**src/rtl/ipbus_status_slave.sv**
```systemverilog
// Read-only IPbus responder for the Rider status register file.
// It returns acknowledged single-word reads and keeps the trigger timestamp LSB/MSB pair coherent.
module ipbus_status_slave #(
  parameter int          N_REGS          = 19,
  parameter int          ADDR_WIDTH      = 5,
  parameter int          TS_LSB_ADDR     = 11,
  parameter logic [31:0] READ_COUNT_INIT = 32'd0,
  parameter logic [15:0] ERR_COUNT_INIT  = 16'd0
) (
  input  logic                   clk,
  input  logic                   reset,
  input  logic [N_REGS*32-1:0]   status_bus,
  input  logic                   ipb_strobe,
  input  logic                   ipb_write,
  input  logic [31:0]            ipb_addr,
  input  logic [31:0]            ipb_wdata,
  output logic [31:0]            ipb_rdata,
  output logic                   ipb_ack,
  output logic                   ipb_err,
  output logic [31:0]            read_count,
  output logic [15:0]            err_count
);

  localparam int DEPTH = 2 ** ADDR_WIDTH;

  localparam logic [1:0] S_IDLE    = 2'd0;
  localparam logic [1:0] S_DECODE  = 2'd1;
  localparam logic [1:0] S_RESP    = 2'd2;
  localparam logic [1:0] S_RELEASE = 2'd3;

  localparam logic [ADDR_WIDTH:0]   N_REGS_L   = (ADDR_WIDTH + 1)'(N_REGS);
  localparam logic [ADDR_WIDTH-1:0] TS_LSB_IDX = ADDR_WIDTH'(TS_LSB_ADDR);
  localparam logic [ADDR_WIDTH-1:0] TS_MSB_IDX = ADDR_WIDTH'(TS_LSB_ADDR + 1);

  logic [1:0]            state_reg, state_next;
  logic [31:0]           addr_reg;
  logic                  write_reg;
  logic [31:0]           rdata_q_reg;
  logic                  err_q_reg;
  logic [31:0]           ts_shadow_reg;
  logic                  shadow_valid_reg;

  logic [31:0]           status_word [DEPTH];
  logic [ADDR_WIDTH-1:0] idx;
  logic                  upper_nz;
  logic                  in_range;
  logic                  is_err;
  logic [31:0]           sel_data;
  logic                  unused_wdata;

  // Unpopulated word slots read as zero so every decoded index is a defined array element.
  generate
    for (genvar gi = 0; gi < DEPTH; gi++) begin : g_words
      if (gi < N_REGS) begin : g_live
        assign status_word[gi] = status_bus[gi*32 +: 32];
      end else begin : g_pad
        assign status_word[gi] = 32'd0;
      end
    end
  endgenerate

  assign unused_wdata = ^ipb_wdata;

  assign idx      = addr_reg[ADDR_WIDTH-1:0];
  assign upper_nz = |addr_reg[31:ADDR_WIDTH];
  assign in_range = ({1'b0, idx} < N_REGS_L);
  assign is_err   = write_reg | upper_nz | ~in_range;
  assign sel_data = (idx == TS_MSB_IDX && shadow_valid_reg) ? ts_shadow_reg : status_word[idx];

  always_comb begin
    state_next = state_reg;
    case (state_reg)
      S_IDLE:    if (ipb_strobe) state_next = S_DECODE;
      S_DECODE:  state_next = S_RESP;
      S_RESP:    state_next = S_RELEASE;
      S_RELEASE: if (!ipb_strobe) state_next = S_IDLE;
      default:   state_next = S_IDLE;
    endcase
  end

  always_ff @(posedge clk or negedge reset) begin
    if (!reset) begin
      state_reg        <= S_IDLE;
      addr_reg         <= 32'd0;
      write_reg        <= 1'b0;
      rdata_q_reg      <= 32'd0;
      err_q_reg        <= 1'b0;
      ts_shadow_reg    <= 32'd0;
      shadow_valid_reg <= 1'b0;
      ipb_rdata        <= 32'd0;
      ipb_ack          <= 1'b0;
      ipb_err          <= 1'b0;
      read_count       <= READ_COUNT_INIT;
      err_count        <= ERR_COUNT_INIT;
    end else begin
      state_reg <= state_next;
      ipb_ack   <= 1'b0;
      ipb_err   <= 1'b0;
      case (state_reg)
        S_IDLE: begin
          if (ipb_strobe) begin
            addr_reg  <= ipb_addr;
            write_reg <= ipb_write;
          end
        end
        S_DECODE: begin
          err_q_reg   <= is_err;
          rdata_q_reg <= is_err ? 32'd0 : sel_data;
          // The MSB is captured in the same cycle as the LSB so the pair stays coherent.
          if (!is_err) begin
            if (idx == TS_LSB_IDX) begin
              ts_shadow_reg    <= status_word[TS_MSB_IDX];
              shadow_valid_reg <= 1'b1;
            end else if (idx == TS_MSB_IDX) begin
              shadow_valid_reg <= 1'b0;
            end
          end
        end
        S_RESP: begin
          if (err_q_reg) begin
            ipb_err   <= 1'b1;
            ipb_rdata <= 32'd0;
            if (err_count != 16'hFFFF) err_count <= err_count + 16'd1;
          end else begin
            ipb_ack    <= 1'b1;
            ipb_rdata  <= rdata_q_reg;
            read_count <= read_count + 32'd1;
          end
        end
        default: ;
      endcase
    end
  end

endmodule

```
**config.mk**
```make
export PLATFORM = sky130hd
export DESIGN_NAME = ipbus_status_slave
export DESIGN_NICKNAME = d
export VERILOG_FILES = /design/src/rtl/ipbus_status_slave.sv
export SDC_FILE = /design/constraint.sdc
export NUM_CORES = 1
export LEC_CHECK = 0
export ABC_AREA = 1
export CORE_AREA = 2 2 295 297
export CTS_CLUSTER_SIZE = 30
export DETAILED_ROUTE_END_ITERATION = 10
export DIE_AREA = 0 0 297 299
export HOLD_SLACK_MARGIN = 0.15
export PLACE_DENSITY = 0.42
export SYNTH_ARGS = -nofsm -noshare
export SYNTH_HDL_FRONTEND = slang
export SYNTH_SLANG_ARGS = --single-unit
```
**constraint.sdc**
```tcl
create_clock -name clk -period 2.4 [get_ports clk]
set_input_delay 0.36 -clock clk [delete_from_list [all_inputs] [get_ports clk]]
set_output_delay 0.36 -clock clk [all_outputs]
set_load 0.02 [all_outputs]
```
Yosys cells after proc, flatten, opt, wreduce, memory -nomap -nowiden. Cells that the tools add are included.

Logic and storage cells: 55. Bits of input ports: 676. Output and inout bits: 82. Flip-flop bits (word level): 183.

$add $sub $neg: 2. Reductions and logical operators: 10. Multiplexer cells: 15. Equal/unequal tests: 8. $lt $le $gt $ge: 2. Bitwise operators: 6.

Operators by type and width (number): $bmux W32 S5 (1); $mux W32 (5); $add A32 B1 Y32 const B (1); $reduce_or A27 Y1 (1); $add A16 B1 Y16 const B (1); $ne A16 B16 Y1 const B (1); $eq A5 B4 Y1 const B (2); $reduce_and A3 Y1 (3); $pmux W2 S4 (1); $ge A6 B6 Y1 const B (1); $mux W1 (6); $not A5 Y6 (1); $reduce_and A2 Y1 (3); $lt A5 B5 Y1 const B (1); $eq A2 B2 Y1 const B (2); $mux W2 (2); $ne A2 B2 Y1 const B (2); $not A1 Y1 (3); $eq A2 B1 Y1 const B (1); $logic_not A2 Y1 (1); $or A1 B1 Y1 (2); $reduce_bool A2 Y1 (1); $logic_and A1 B1 Y1 (1).

Longest topological paths before layout. Gate-level depths: netlist (run 1).

Depth in word-level cells: 6. Depth in mapped cells: 15. Mapped depth without buffers: 12.

Least setup slack after synthesis (run 1). OpenSTA, ideal clock, no wires.

Path kind: register -> register. From: register read_count[0]. To: register read_count[22]. Setup time: 123 ps. Path buffers: 0. Clock period less this slack: 1745 ps. Stages on the path, launching flop included: 9. Data arrival time: 1622 ps. Data required time: 2277 ps. Path slack: 655 ps. Cells stage by stage: dfrtp_1 -> ha_1 -> nand3_1 -> nor2_2 -> nand4_2 -> nor2_2 -> nand2_1 -> o21ai_0 -> nand2_1.

Word-level cells in the longest chain between the ends: 1.

RTL lines: start, declared (RTL line 20) `output logic [31:0] read_count,`; start signal, assigned (RTL line 127) `read_count <= read_count + 32'd1;`; $add A32 B1 Y32 (RTL line 127).

No other way between the ends. A chain may end at the register's enable or synchronous reset.

Final worst setup path (run 1).
From: register addr_reg[0]. To: register rdata_q_reg[6].

Word-level cells in the longest chain between the ends: 6. Elaborated cells between the ends (all ways): 11. Those cells by class: 1 x order compare; 1 x eq/ne; 5 x mux; 3 x bitwise; 1 x reduce/logical.

RTL lines: start, declared (RTL line 36) `logic [31:0] addr_reg;`; start signal, assigned (RTL line 102) `addr_reg <= ipb_addr;`; $not A5 Y6 (not written as such) (RTL line 68) `assign sel_data = (idx == TS_MSB_IDX && shadow_valid_reg) ? ts_shadow_reg : status_word[idx];`; $bmux W32 S5 (RTL line 68); $mux W32 (not written as such) (2 in series) (RTL line 68); $mux W32 (RTL line 68); $mux W32 * (RTL line 108) `rdata_q_reg <= is_err ? 32'd0 : sel_data;`; end signal, assigned (RTL line 108); end, declared (RTL line 38) `logic [31:0] rdata_q_reg;`.

Mark *: on every way between the ends. The rest lies on a longest branch, timed or not. The select of a mux whose other input is x is not followed.

==> flow_metrics.py, run 1 <==
metrics = {
    "sta": {
        "fin_skew_ns": 0.0119,
        "hold_violations": 0,
        "layout_setup_ws_ns": 0.116,
        "period_minus_slack_ns": 2.28,
        "maxSlewViolCount": 0,
        "rsz0062_at_grt": "false",
        "setup_violations": 0,
        "timing.final.crit_share_pct": 95.2,
        "tightest_slew_ns": 0.909,
        "tns_ns": 0,
        "maxSlewHeadroom_pct": 39.2,
        "timing.fmax_mhz": 438,
    },
    "clock_network": {
        "post_cts_buffers": 0,
        "cts_buffers": 17,
        "cts_sinks": 183,
        "cts-root-buf": "clkbuf_16",
        "cts_htree_levels": 4,
        "clk_latency_ns": 0.45,
        "cts.path.max_buffers": 2,
        "cts.clk_slew.worst_paths_ns": 0.07,
        "cts_tree": "built",
    },
    "yosys": {
        "syn_inst": 2801,
        "synth_seq_cells": 183,
        "synth.avg_cell_area_um2": 5.70,
        "synth_edf_count": 0,
        "synth_nets": 3484,
        "yosysSeqAreaShare_pct": 28.7,
        "synth_warnings": 0,
        "synth_ff_type": "dfrtp_1",
        "ys_types": 35,
        "synthArstFlopShare_pct": 100,
        "syn-cell-area_um2": 16000,
    },
    "global_routing": {
        "grt-ovfl-total": 0,
        "grt_max_degree": 92,
        "grt_pass1_vias": 19300,
        "antenna_found_initial": 32,
        "grt_usage_pct": 21.3,
        "grt_pass1_wl_um": 137000,
    },
    "setup_path": {
        "arrival_ns": 2.67,
        "startpoint": "addr_reg[0]",
        "end_kind": "register",
        "r2r_cells": 11,
        "worstReg2RegStart": "addr_reg[0]",
        "critical_path_class": "reg -> reg",
        "endpoint": "rdata_q_reg[6]",
        "required_ns": 2.79,
        "r2r_end": "rdata_q_reg[6]",
        "r2r_slack_ns": 0.12,
        "worstPathCellList": "inv_8, buf_12, buf_12, buf_12, nor2_1, o21ai_0, buf_4, a21oi_1, nand2_1, nand2_1, nand2_1",
        "crit_slowest_cell": "dfrtp_4",
        "start_kind": "register",
        "crit_fanout": 23,
        "crit_path_max_incr_delay_ns": 0.57,
    },
    "floorplan": {
        "std_cell_rows": 108,
        "core_um2": 85900,
        "die_w_um": 297,
        "io_pins": 758,
        "die_area_um2": 88800,
        "initial_core_util_pct": 18.6,
        "die_y_um": 299,
    },
    "cells_and_area": {
        "nets": 4156,
        "layout.cells.non_filler": 4653,
        "syn2layout_area_growth_pct": 59.2,
        "layout-drive-gt1-share_pct": 4.53,
    },
    "power_and_ir_drop": {
        "leakage_nw": 12.5,
        "p_per_area_nw_per_um2": 773,
        "power_mw": 19.7,
        "peakVddDrop_mv": 0.581,
    },
    "route": {
        "drt_pass1_iterations": 5,
        "finalWirelength_um": 96700,
        "vias": 19600,
        "drtIter0Drc": 1329,
        "routedWlPerCell_um": 20.8,
        "drc": 0,
        "antenna_left": 0,
        "via_per_inst": 4.21,
    },
    "placed_design": {
        "dp_cells": 4608,
        "hpwl_um": 80700,
        "place_ws_ns": 0.106,
        "gp_congestion": 0.892,
        "port_buffers": 725,
    },
    "run_status": {
        "status": "finished, final reports clean",
    },
    "job": {
        "maxCapViolCount": 0,
    },
    "hold_path": {
        "hp-class": "in -> async",
    },
}
## what timing repair did
action	4_1_cts	5_1_grt
setup endpoints to repair	0	0
endpoints found under the hold margin	54	0
gates resized for setup	0	0
hold buffers	1	0
## stage by stage
stage	hold WS, ns	area, um^2	util (%)
final	0.477	25400	29.6
after CTS	0.443	25400	29.6
after detailed placement	0.399	24800	28.9
after floorplan	0.0644	16000	-
after global placement	0.397	24800	28.9
after global routing	0.460	25400	29.6
## cell usage in the layout, fill, tap and decap left out, types with 3 or more instances in the layout
cell type	synthesis	layout
nor2_2	3	4
nor2_1	297	295
inv_2	10	8
nor3_1	49	49
xnor2_1	7	7
xor2_1	21	21
clkbuf_16	0	17
nand3b_1	38	38
nand2_1	1162	1161
inv_6	0	5
nand3_1	281	281
inv_8	0	3
a22o_1	32	32
nor4_1	3	3
nor2_4	4	5
buf_12	0	24
a21oi_1	66	66
mux2_2	3	3
ha_1	7	7
o21ai_0	45	45
inv_1	365	365
buf_4	17	66
o21ai_1	32	32
dfrtp_1	183	181
nand4_1	17	17
diode_2	0	12
clkdlybuf4s50_1	0	724
## power by group
group          total (mW)  internal (mW)  switching (mW)
Clock                2.88           1.49            1.38
Sequential           3.69           3.43           0.259
Combinational        13.1           4.37            8.73
Total                19.7           9.29            10.4
## cell families after synthesis
kind of cell             Yosys count  share of synthesized area (%)
AO/OA/AOI/OAI                    175                           6.23
XOR/XNOR                          28                           1.53
buffers and inverters            539                           14.3
flip-flops                       183                           28.7
multiplexers                       3                          0.211
AND/OR/NAND/NOR                 1866                           48.5
adder cells (fa/ha/maj)            7                          0.548
## synth_stat cells (2+ instances only)
| library cell | n | area [um^2] |
|---|---|---|
| nand2_1 | 1162 | 4360 |
| inv_1 | 365 | 1370 |
| nor2_1 | 297 | 1110 |
| nand3_1 | 281 | 1410 |
| dfrtp_1 | 183 | 4580 |
| buf_2 | 89 | 445 |
| a21oi_1 | 66 | 330 |
| nor3_1 | 49 | 245 |
| o21ai_0 | 45 | 225 |
| nand3b_1 | 38 | 285 |
| clkbuf_1 | 34 | 128 |
| a22o_1 | 32 | 280 |
| o21ai_1 | 32 | 160 |
| xor2_1 | 21 | 184 |
| buf_4 | 17 | 128 |
| nand4_1 | 17 | 106 |
| buf_6 | 12 | 135 |
| buf_1 | 11 | 41.3 |
| inv_2 | 10 | 37.5 |
| ha_1 | 7 | 87.6 |
| xnor2_1 | 7 | 61.3 |
| nor2_4 | 4 | 45.0 |
| mux2_2 | 3 | 33.8 |
| nor2_2 | 3 | 18.8 |
| nor4_1 | 3 | 18.8 |
| nand2_4 | 2 | 22.5 |
| nand4_2 | 2 | 25.0 |
| nor3_2 | 2 | 20.0 |
## layer usage
| metal | routed length, um | part of all wire, % | GRT usage (%) | up-vias |
|---|---|---|---|---|
| met2 | 48700 | 50 | 38.3 | 582 |
| met3 | 5150 | 5.3 | 3.83 | 81 |
| li1 | - | - | - | 9904 |
| met1 | 41000 | 42 | 26.2 | 9001 |
| met5 | 73 | 0.076 | 0 | - |
| met4 | 1850 | 1.9 | 5.00 | 12 |
## worst max-delay path: cells and delay by family (launching register included)
family                 cells  cell delay [ns]
AO/OA/AOI/OAI              2             0.44
AND/OR/NAND/NOR            4             0.26
buffers and inverters      5             0.91
flip-flops                 1             0.57
## final cells by class
type                            count  area, um^2
Antenna cell                       12        30.0
Clock buffer                       19         443
Clock inverter                     13         139
Fill cell                        9920       60500
Inverter                          376        1430
Multi-Input combinational cell   2079        9120
Sequential cell                   183        4590
Tap cell                         1155        1450
Timing Repair Buffer              816        8250
## how the worst min path moves through the flow
stage	endpoint	slack, ns	depth (start not counted)
after detailed placement	ipb_rdata[10]	0.40	1
final	ipb_rdata[5]	0.48	2
after global routing	addr_reg[26]	0.46	3
after global placement	ipb_rdata[11]	0.40	1
after floorplan	addr_reg[0]	0.06	0
after CTS	addr_reg[26]	0.44	3
Note: power is estimated with default switching activity, not from simulation.
==> run 2, diff against run 1 <==
--- a/config.mk
+++ b/config.mk
@@ -11,6 +11,7 @@
 export DETAILED_ROUTE_END_ITERATION = 10
 export DIE_AREA = 0 0 297 299
 export HOLD_SLACK_MARGIN = 0.15
+export MAX_ROUTING_LAYER = met4
 export PLACE_DENSITY = 0.42
 export SYNTH_ARGS = -nofsm -noshare
 export SYNTH_HDL_FRONTEND = slang
==> run 2 against run 1 <==
  * Hold slack got worse by 0.076 ns
  * Register-to-register slack improved by 0.02 ns
  * Setup slack improved by 0.023 ns
  * Combinational power about the same
  * Global-route usage increased by 0.58 points
  * Sequential power about the same
  * Die area unchanged
  * Sequential share of layout area decreased by 0.059 points
==> flow_metrics.py, run 2 (same netlist as run 1, synthesis figures left out) <==
metrics = {
    "run_status": {
        "status": "finished, final reports clean",
    },
    "placed_design": {
        "dpl-instance-area_um2": 24800,
        "place_ws_ns": 0.145,
        "hpwl_um": 80600,
        "port_buffers": 725,
        "gp_congestion": 0.903,
    },
    "setup_path": {
        "arrival_ns": 2.61,
        "r2r_end": "rdata_q_reg[0]",
        "startpoint": "addr_reg[0]",
        "worstReg2RegStart": "addr_reg[0]",
        "r2r_slack_ns": 0.14,
        "required_ns": 2.75,
        "end_kind": "register",
        "start_kind": "register",
        "critical_path_class": "reg -> reg",
        "r2r_cells": 13,
        "crit_fanout": 66,
    },
    "route": {
        "vias": 19500,
        "drt_pass1_iterations": 5,
        "via_per_inst": 4.18,
        "wl_met1_um": 40600,
        "top_layer": "met4",
        "antenna_left": 0,
        "drtIter0Drc": 1114,
        "finalWirelength_um": 96800,
        "routedWlPerCell_um": 20.7,
        "drc": 0,
        "wl_met2_um": 48000,
        "dr_wl_met3_um": 5400,
    },
    "clock_network": {
        "cts_sinks": 183,
        "cts.clk_slew.worst_paths_ns": 0.08,
        "cts_buffers": 17,
        "cts_htree_levels": 4,
        "post_cts_buffers": 0,
        "cts_tree": "built",
        "cts-root-buf": "clkbuf_16",
        "cts.path.max_buffers": 2,
        "clk_latency_ns": 0.46,
    },
    "cells_and_area": {
        "final_cell_mix": "1161 x nand2_1, 724 x clkdlybuf4s50_1, 365 x inv_1, 294 x nor2_1, 281 x nand3_1",
        "final_util_pct": 29.7,
        "final_area_um2": 25500,
        "nets": 4167,
        "fillerInstances": 9899,
        "mostFrequentLayoutCell": "nand2_1",
        "syn2layout_area_growth_pct": 59.7,
        "layout-drive-gt1-share_pct": 4.86,
    },
    "sta": {
        "hold_violations": 0,
        "layout_setup_ws_ns": 0.139,
        "tightest_slew_ns": 0.922,
        "fin_skew_ns": 0.0120,
        "tns_ns": 0,
        "period_minus_slack_ns": 2.26,
        "timing.fmax_mhz": 442,
        "maxSlewHeadroom_pct": 38.4,
        "timing.final.crit_share_pct": 94.2,
        "setup_violations": 0,
        "maxSlewViolCount": 0,
        "rsz0062_at_grt": "false",
    },
    "floorplan": {
        "io_pins": 758,
        "initial_core_util_pct": 18.6,
        "die_area_um2": 88800,
        "core_um2": 85900,
        "std_cell_rows": 108,
        "die_y_um": 299,
        "die_w_um": 297,
    },
    "global_routing": {
        "grt_pass1_wl_um": 136000,
        "grt_max_degree": 67,
        "antenna_found_initial": 34,
        "grt_pass1_vias": 19800,
        "grt-ovfl-total": 0,
        "grt_usage_pct": 21.9,
    },
    "power_and_ir_drop": {
        "peakVddDrop_mv": 0.497,
        "p_per_area_nw_per_um2": 775,
        "power_mw": 19.8,
        "leakage_nw": 12.6,
    },
    "job": {
        "maxCapViolCount": 0,
    },
    "hold_path": {
        "hp-class": "in -> async",
    },
}
-- run 2: cell types whose count changed in the layout (fill, tap and decap cells not counted), moves of 3 or more --
cell,previous run,this run
inv_8,3,6
buf_4,66,81
diode_2,12,29
inv_6,5,2
buf_12,24,19
-- run 2: worst max-delay path, stage by stage (launching register included) --
cell     delay (ns)
dfrtp_4        0.51
buf_12         0.19
buf_12         0.27
nand2_1        0.09
nand2_1        0.16
nand2_1        0.07
nand2_1        0.07
nand2_1        0.05
nand2_1        0.08
inv_1          0.10
nand2_1        0.22
nand2_1        0.15
nand2_1        0.09
nand2_1        0.04
-- run 2: power breakdown --
part / internal [mW] / leakage [nW] / switching (mW) / total (mW)
logic: 4.44 / 10.0 / 8.78 / 13.2
clock network: 1.50 / 0.283 / 1.39 / 2.89
registers: 3.43 / 2.26 / 0.251 / 3.68
total: 9.36 / 12.6 / 10.4 / 19.8
-- run 2: worst max-delay path by stage --
stage | endpoint | slack (ns) | cells after the start
floorplan | read_count[22] | 0.66 | 8
global placement | rdata_q_reg[0] | 0.15 | 13
detailed placement | rdata_q_reg[0] | 0.14 | 13
CTS | rdata_q_reg[0] | 0.11 | 13
global route | rdata_q_reg[13] | 0.007 | 14
finish | rdata_q_reg[0] | 0.14 | 13
-- run 2: final cells by class --
type	count	area, um^2	share of cell area, %
tap	1155	1450	5.66
inverter	376	1430	5.59
antenna	29	72.6	0.284
timing repair buffer	827	8290	32.5
clock inverter	13	138	0.539
clock buffer	19	443	1.74
multi-input combinational	2079	9120	35.7
sequential	183	4590	18.0
-- run 2: per-layer routing --
layer,GRT usage [%],vias to the layer above
met3,4.53,71
met5,-,-
met4,8.49,0
met2,36.9,590
li1,-,9961
met1,25.4,8923
-- run 2: what timing repair did --
action / CTS / global route
gates resized for setup: 0 / 2
endpoints found under the setup margin: 0 / 2
hold endpoints to repair: 38 / 0
hold buffers: 1 / 0
-- run 2: through the flow --
stage               hold WS [ns]  cells
floorplan                 0.0644   2801
global placement           0.328   4619
detailed placement         0.327   4619
CTS                        0.399   4652
global route               0.439   4679
finish                     0.401   4681
==> run 3, diff against run 2 <==
--- a/config.mk
+++ b/config.mk
@@ -6,6 +6,7 @@
 export NUM_CORES = 1
 export LEC_CHECK = 0
 export ABC_AREA = 1
+export CAP_MARGIN = 10
 export CORE_AREA = 2 2 295 297
 export CTS_CLUSTER_SIZE = 30
 export DETAILED_ROUTE_END_ITERATION = 10
==> results of run 3 <==
No change in the layout: final DEF, timing and power equal those of run 2.
